--- config.mk ---
export PLATFORM = sky130hd
export DESIGN_NAME = fetch_unit
export DESIGN_NICKNAME = d
export VERILOG_FILES = /design/src/rtl/fetch_unit.sv
export SDC_FILE = /design/constraint.sdc
export NUM_CORES = 1
export LEC_CHECK = 0
export CAP_MARGIN = 5
export CORE_ASPECT_RATIO = 0.9
export CORE_MARGIN = 3
export CORE_UTILIZATION = 40
export DETAILED_ROUTE_END_ITERATION = 8
export HOLD_SLACK_MARGIN = 0.05
export PLACE_DENSITY_LB_ADDON = 0.15
export SYNTH_ARGS = -nofsm -noshare
export SYNTH_HDL_FRONTEND = slang
export SYNTH_SLANG_ARGS = --single-unit
export TNS_END_PERCENT = 1
--- constraint.sdc ---
create_clock -name clk -period 2.2 [get_ports clk]
set_clock_uncertainty 0.2 [all_clocks]
set_input_delay 0.44 -clock clk [delete_from_list [all_inputs] [get_ports clk]]
set_output_delay 0.44 -clock clk [all_outputs]
set_load 0.05 [all_outputs]
--- src/rtl/fetch_unit.sv ---
// fetch_unit: parametrised instruction-fetch stage.
// Owns the program counter, reads instruction memory asynchronously at
// imem_addr, and presents a registered IF/ID bundle with a valid bit.
// Two-word instructions (opcode word with bit IMM_BIT set, followed by an
// immediate word) are assembled over two cycles with one bubble.
//
// Ports:
//   clk          rising-edge clock
//   reset        synchronous active-high reset
//   stall        hold PC, state and all outputs
//   branch       redirect fetch to sign-extended branch_addr (overrides stall)
//   branch_addr  branch target, BR_W bits
//   imem_addr    instruction-memory address (= PC)
//   imem_data    instruction-memory read data for imem_addr
//   if_valid     IF/ID holds a valid instruction
//   if_inst      opcode word
//   if_imm       immediate word (0 for single-word instructions)
//   if_has_imm   instruction is two-word
//   if_pc        address of the opcode word
//   if_pc_next   address following the whole instruction
module fetch_unit #(
    parameter int unsigned PC_W     = 32,
    parameter int unsigned INST_W   = 16,
    parameter int unsigned BR_W     = 16,
    parameter int unsigned RESET_PC = 50,
    parameter int unsigned IMM_BIT  = 15
) (
    input  logic              clk,
    input  logic              reset,
    input  logic              stall,
    input  logic              branch,
    input  logic [BR_W-1:0]   branch_addr,
    output logic [PC_W-1:0]   imem_addr,
    input  logic [INST_W-1:0] imem_data,
    output logic              if_valid,
    output logic [INST_W-1:0] if_inst,
    output logic [INST_W-1:0] if_imm,
    output logic              if_has_imm,
    output logic [PC_W-1:0]   if_pc,
    output logic [PC_W-1:0]   if_pc_next
);

    typedef enum logic {
        FETCH,
        FETCH_IMM
    } state_t;

    state_t            state, state_nx;
    logic [PC_W-1:0]   pc, pc_nx, pc_inc, br_target;
    logic [PC_W-1:0]   hold_pc, hold_pc_nx;
    logic [INST_W-1:0] hold_inst, hold_inst_nx;

    logic              valid_nx, has_imm_nx;
    logic [INST_W-1:0] inst_nx, imm_nx;
    logic [PC_W-1:0]   ifpc_nx, ifpc_next_nx;

    assign imem_addr = pc;
    assign pc_inc    = pc + PC_W'(1);
    // Size cast of a signed operand replicates the sign bit upward.
    assign br_target = PC_W'($signed(branch_addr));

    always_ff @(posedge clk) begin
        if (reset) begin
            state      <= FETCH;
            pc         <= PC_W'(RESET_PC);
            hold_pc    <= '0;
            hold_inst  <= '0;
            if_valid   <= 1'b0;
            if_inst    <= '0;
            if_imm     <= '0;
            if_has_imm <= 1'b0;
            if_pc      <= '0;
            if_pc_next <= '0;
        end else begin
            state      <= state_nx;
            pc         <= pc_nx;
            hold_pc    <= hold_pc_nx;
            hold_inst  <= hold_inst_nx;
            if_valid   <= valid_nx;
            if_inst    <= inst_nx;
            if_imm     <= imm_nx;
            if_has_imm <= has_imm_nx;
            if_pc      <= ifpc_nx;
            if_pc_next <= ifpc_next_nx;
        end
    end

    always_comb begin
        state_nx     = state;
        pc_nx        = pc;
        hold_pc_nx   = hold_pc;
        hold_inst_nx = hold_inst;
        valid_nx     = if_valid;
        inst_nx      = if_inst;
        imm_nx       = if_imm;
        has_imm_nx   = if_has_imm;
        ifpc_nx      = if_pc;
        ifpc_next_nx = if_pc_next;

        if (branch) begin
            // Returning to FETCH abandons any half-assembled two-word instruction.
            pc_nx    = br_target;
            state_nx = FETCH;
            valid_nx = 1'b0;
        end else if (!stall) begin
            pc_nx = pc_inc;
            case (state)
                FETCH: begin
                    if (imem_data[IMM_BIT]) begin
                        hold_inst_nx = imem_data;
                        hold_pc_nx   = pc;
                        valid_nx     = 1'b0;
                        state_nx     = FETCH_IMM;
                    end else begin
                        inst_nx      = imem_data;
                        imm_nx       = '0;
                        has_imm_nx   = 1'b0;
                        ifpc_nx      = pc;
                        ifpc_next_nx = pc_inc;
                        valid_nx     = 1'b1;
                    end
                end
                FETCH_IMM: begin
                    // The second word is always the immediate, whatever its IMM_BIT.
                    inst_nx      = hold_inst;
                    imm_nx       = imem_data;
                    has_imm_nx   = 1'b1;
                    ifpc_nx      = hold_pc;
                    ifpc_next_nx = pc_inc;
                    valid_nx     = 1'b1;
                    state_nx     = FETCH;
                end
                default: state_nx = FETCH;
            endcase
        end
    end

endmodule

==> flow_summary.toml <==
[yosys]
synthCells = 884
synth_flop_cell = "dfxtp_1"
syn_area_sq_um = 7804
synthTopCellsByArea = "dfxtp_1, mux2i_1, a211oi_1"
avgSynthCellArea_sq_um = 8.828
ys_ff_latch = 179
async_flop_share_pct = 0
yosysWarnings = 0
synth_nets = 921
ys_seq_area_share_pct = 45.92
synth_top_area_cell = "dfxtp_1"
synth-edff-count = 0
synth.top_cell.area_share_pct = 45.92
synth_cell_type_count = 50

[cts]
h-tree-depth = 4
clockBufferDepth = 2
holdBufCountCts = 0
tritoncts = "done"
root_buffer = "clkbuf_16"
clk_latency_ns = 0.43
clkSinkCount = 179
clk_pin_slew_ns = 0.07
cts_buffers = 17

[worst_setup_path]
endpoint_kind = "flip-flop"
critPathMaxFanout = 6
reg2reg_from = "imem_addr[0]"
crit_path_start = "imem_addr[0]"
crit_arrival_ns = 2.18
start_kind = "flip-flop"
worstSetupPathType = "reg -> reg"
cp.required_ns = 2.33

[place]
port_buffers = 165
place.gp.congestion = 0.8317
place_hpwl_microns = 15390
dp_cells = 1296

[sta]
tightest_slew_ns = 0.5206
layout_worst_path_cycle_share_pct = 93.27
final-setup-viol-count = 0
slew_viol_final = 0
relSlewSlack_pct = 65.30
rsz0062_at_grt = "false"
period_minus_slack_ns = 2.052
finalHoldViolations = 0
max_freq_ghz = 0.4874

[die]
die_y_microns = 138.5
core_area_sq_um = 18760
io_pins = 166
rows = 47
die_w_microns = 153.2
dieArea_sq_um = 21220
start_util_pct = 41.60

[layout]
nets = 1107
syn2layout_area_growth_pct = 35.40
fillers = 1755
multi_input_area_sq_um = 3802
final_cells = 1328
antenna_cells = 0
register_area_sq_um = 3615
drive_above_1_share_pct = 21.98

[global_route]
grt_pass1_wl_microns = 34450
overflow = 0
grt_max_degree = 68
antenna_found_initial = 0
globalRouteTotalUtil_pct = 19.98
grt_pass1_vias = 6389

[route]
drt-initial-drc-count = 383
vias = 6758
drc = 0
wl_per_cell_microns = 16.31
first_pass_iters = 5
routed_via_density = 5.089
wl_microns = 21660
drtAntennaViolNets = 0

[job]
drv_cap = 0

[power_and_ir_drop]
p_sw_share_pct = 30.82
intPower_mw = 5.360
power.density_nw_per_um2 = 733.3
combPwrFrac_pct = 17.2
power_mw = 7.748
p_clk_share_pct = 37.8
p_leak_nw = 4.127
power_frac_seq_pct = 45.0
ir_drop_v = 0.0005684
p_sw_mw = 2.388

[worst_hold_path]
hp-class = "in -> reg"
holdCritStartpoint = "reset"

[status]
status = "finished clean"
-- critical path, stage by stage (launching register included) --
cell,delay [ns]
dfxtp_2,0.33
ha_1,0.18
buf_4,0.13
nor2b_1,0.22
nand2_1,0.31
buf_4,0.24
nor2_1,0.10
xor2_1,0.08
o21a_1,0.16
-- flip-flops by register name, summed over array words and instances, names as in the netlist --
register    flops
hold_pc        32
imem_addr      32
if_imm         16
if_has_imm      1
if_pc          32
if_inst        16
if_pc_next     32
state           1
hold_inst      16
if_valid        1
-- worst paths after layout --
path,to,slack (ns),depth (start not counted)
setup / recovery,imem_addr[16],0.15,8
setup reg to reg,imem_addr[16],0.15,8
hold reg to reg,hold_pc[5],0.25,2
hold / removal,hold_pc[21],0.14,2
-- per-stage QoR --
step                instance area, sq um  utilization [%]  worst slack (ns)  setup TNS, ns  hold slack, ns
detailed placement                 10050            53.57           -0.2567         -23.56          0.2461
CTS                                10540            56.17           0.03781              0          0.1238
floorplan                           7831                -           -0.1027        -0.5177          0.2360
global route                       10570            56.33          0.008111              0          0.1226
global placement                   10050            53.57           -0.2343         -20.08          0.2413
finish                             10570            56.33            0.1481              0          0.1382
-- cells in the mapped netlist, types with 2 or more instances --
library cell / count
o21ai_1: 3
and4_2: 2
a311oi_1: 2
nand3b_1: 2
xnor2_1: 37
nand2_1: 120
nor3_2: 2
nand4_1: 10
nor4_1: 15
xor2_1: 21
and4_1: 2
nor3b_1: 2
and2_1: 2
buf_2: 24
nor2_1: 105
or4_1: 3
mux2i_1: 57
or3_1: 5
nor4_2: 2
o21ai_0: 12
o21a_1: 8
and3_1: 3
dfxtp_1: 179
a211oi_1: 73
nor2b_1: 4
clkbuf_1: 45
nand4_2: 3
clkbuf_2: 3
buf_1: 6
nand3_2: 2
buf_4: 4
inv_1: 6
a21oi_1: 58
nand2b_1: 7
nor3_1: 14
a22o_1: 16
buf_6: 6
nand3_1: 5
nand4b_1: 3
-- cell usage in the layout (no fill, tap or decap), types with 5 or more instances in the layout --
cell,count
dfxtp_1,156
buf_4,144
nand2_1,120
nor2_1,105
a211oi_1,73
dlygate4sd2_1,65
a21oi_1,58
mux2i_1,57
xnor2_1,37
clkdlybuf4s50_1,34
dfxtp_2,22
xor2_1,21
clkbuf_16,17
a22o_1,16
nor3_1,13
buf_12,13
o21ai_0,12
nor4_1,11
nand4_1,10
o21a_1,8
nand2b_1,7
inv_1,6
nor4_2,6
nand3_1,5
-- power groups by stage --
stage          logic [mW]  clock network (mW)  registers, mW
2_1_floorplan       0.476                   0           3.95
3_3_place_gp         1.37                   0           3.56
3_5_place_dp         1.38                   0           3.56
4_1_cts              1.34                3.00           3.48
5_1_grt              1.42                3.15           3.50
6_report             1.34                2.93           3.48
-- logic make-up (layout without fill, tap and decap cells) --
kind of cell / Yosys count / count (layout) / synth area share (%)
fa+ha+maj: 1 / 1 / 0.1603
compound gates: 174 / 174 / 14.73
flops: 179 / 179 / 45.92
buf+inv: 95 / 294 / 5.900
mux: 58 / 58 / 7.456
xor+xnor: 58 / 58 / 6.510
simple gates: 319 / 319 / 19.32
-- metal layers --
metal | GRT usage [%] | wire length (microns) | vias up
met5 | 0 | 0 | -
met3 | 6.438 | 1616 | 13
met2 | 29.83 | 9431 | 175
met1 | 28.07 | 10420 | 3132
li1 | - | - | 3438
met4 | 5.016 | 187 | 0
-- cell type report --
class	count	area share (%)
Clock inverter	15	1.362
Timing Repair Buffer	256	21.30
Inverter	6	0.2131
Sequential cell	179	34.21
Tap cell	245	2.901
Multi-Input combinational cell	610	35.99
Clock buffer	17	4.026
-- timing repair --
action	in CTS	in global routing
hold endpoints to repair	0	0
endpoints found under the setup margin	65	5
buffers inserted	0	0
gates resized for setup	65	5
(Power assumes the default switching activity.)
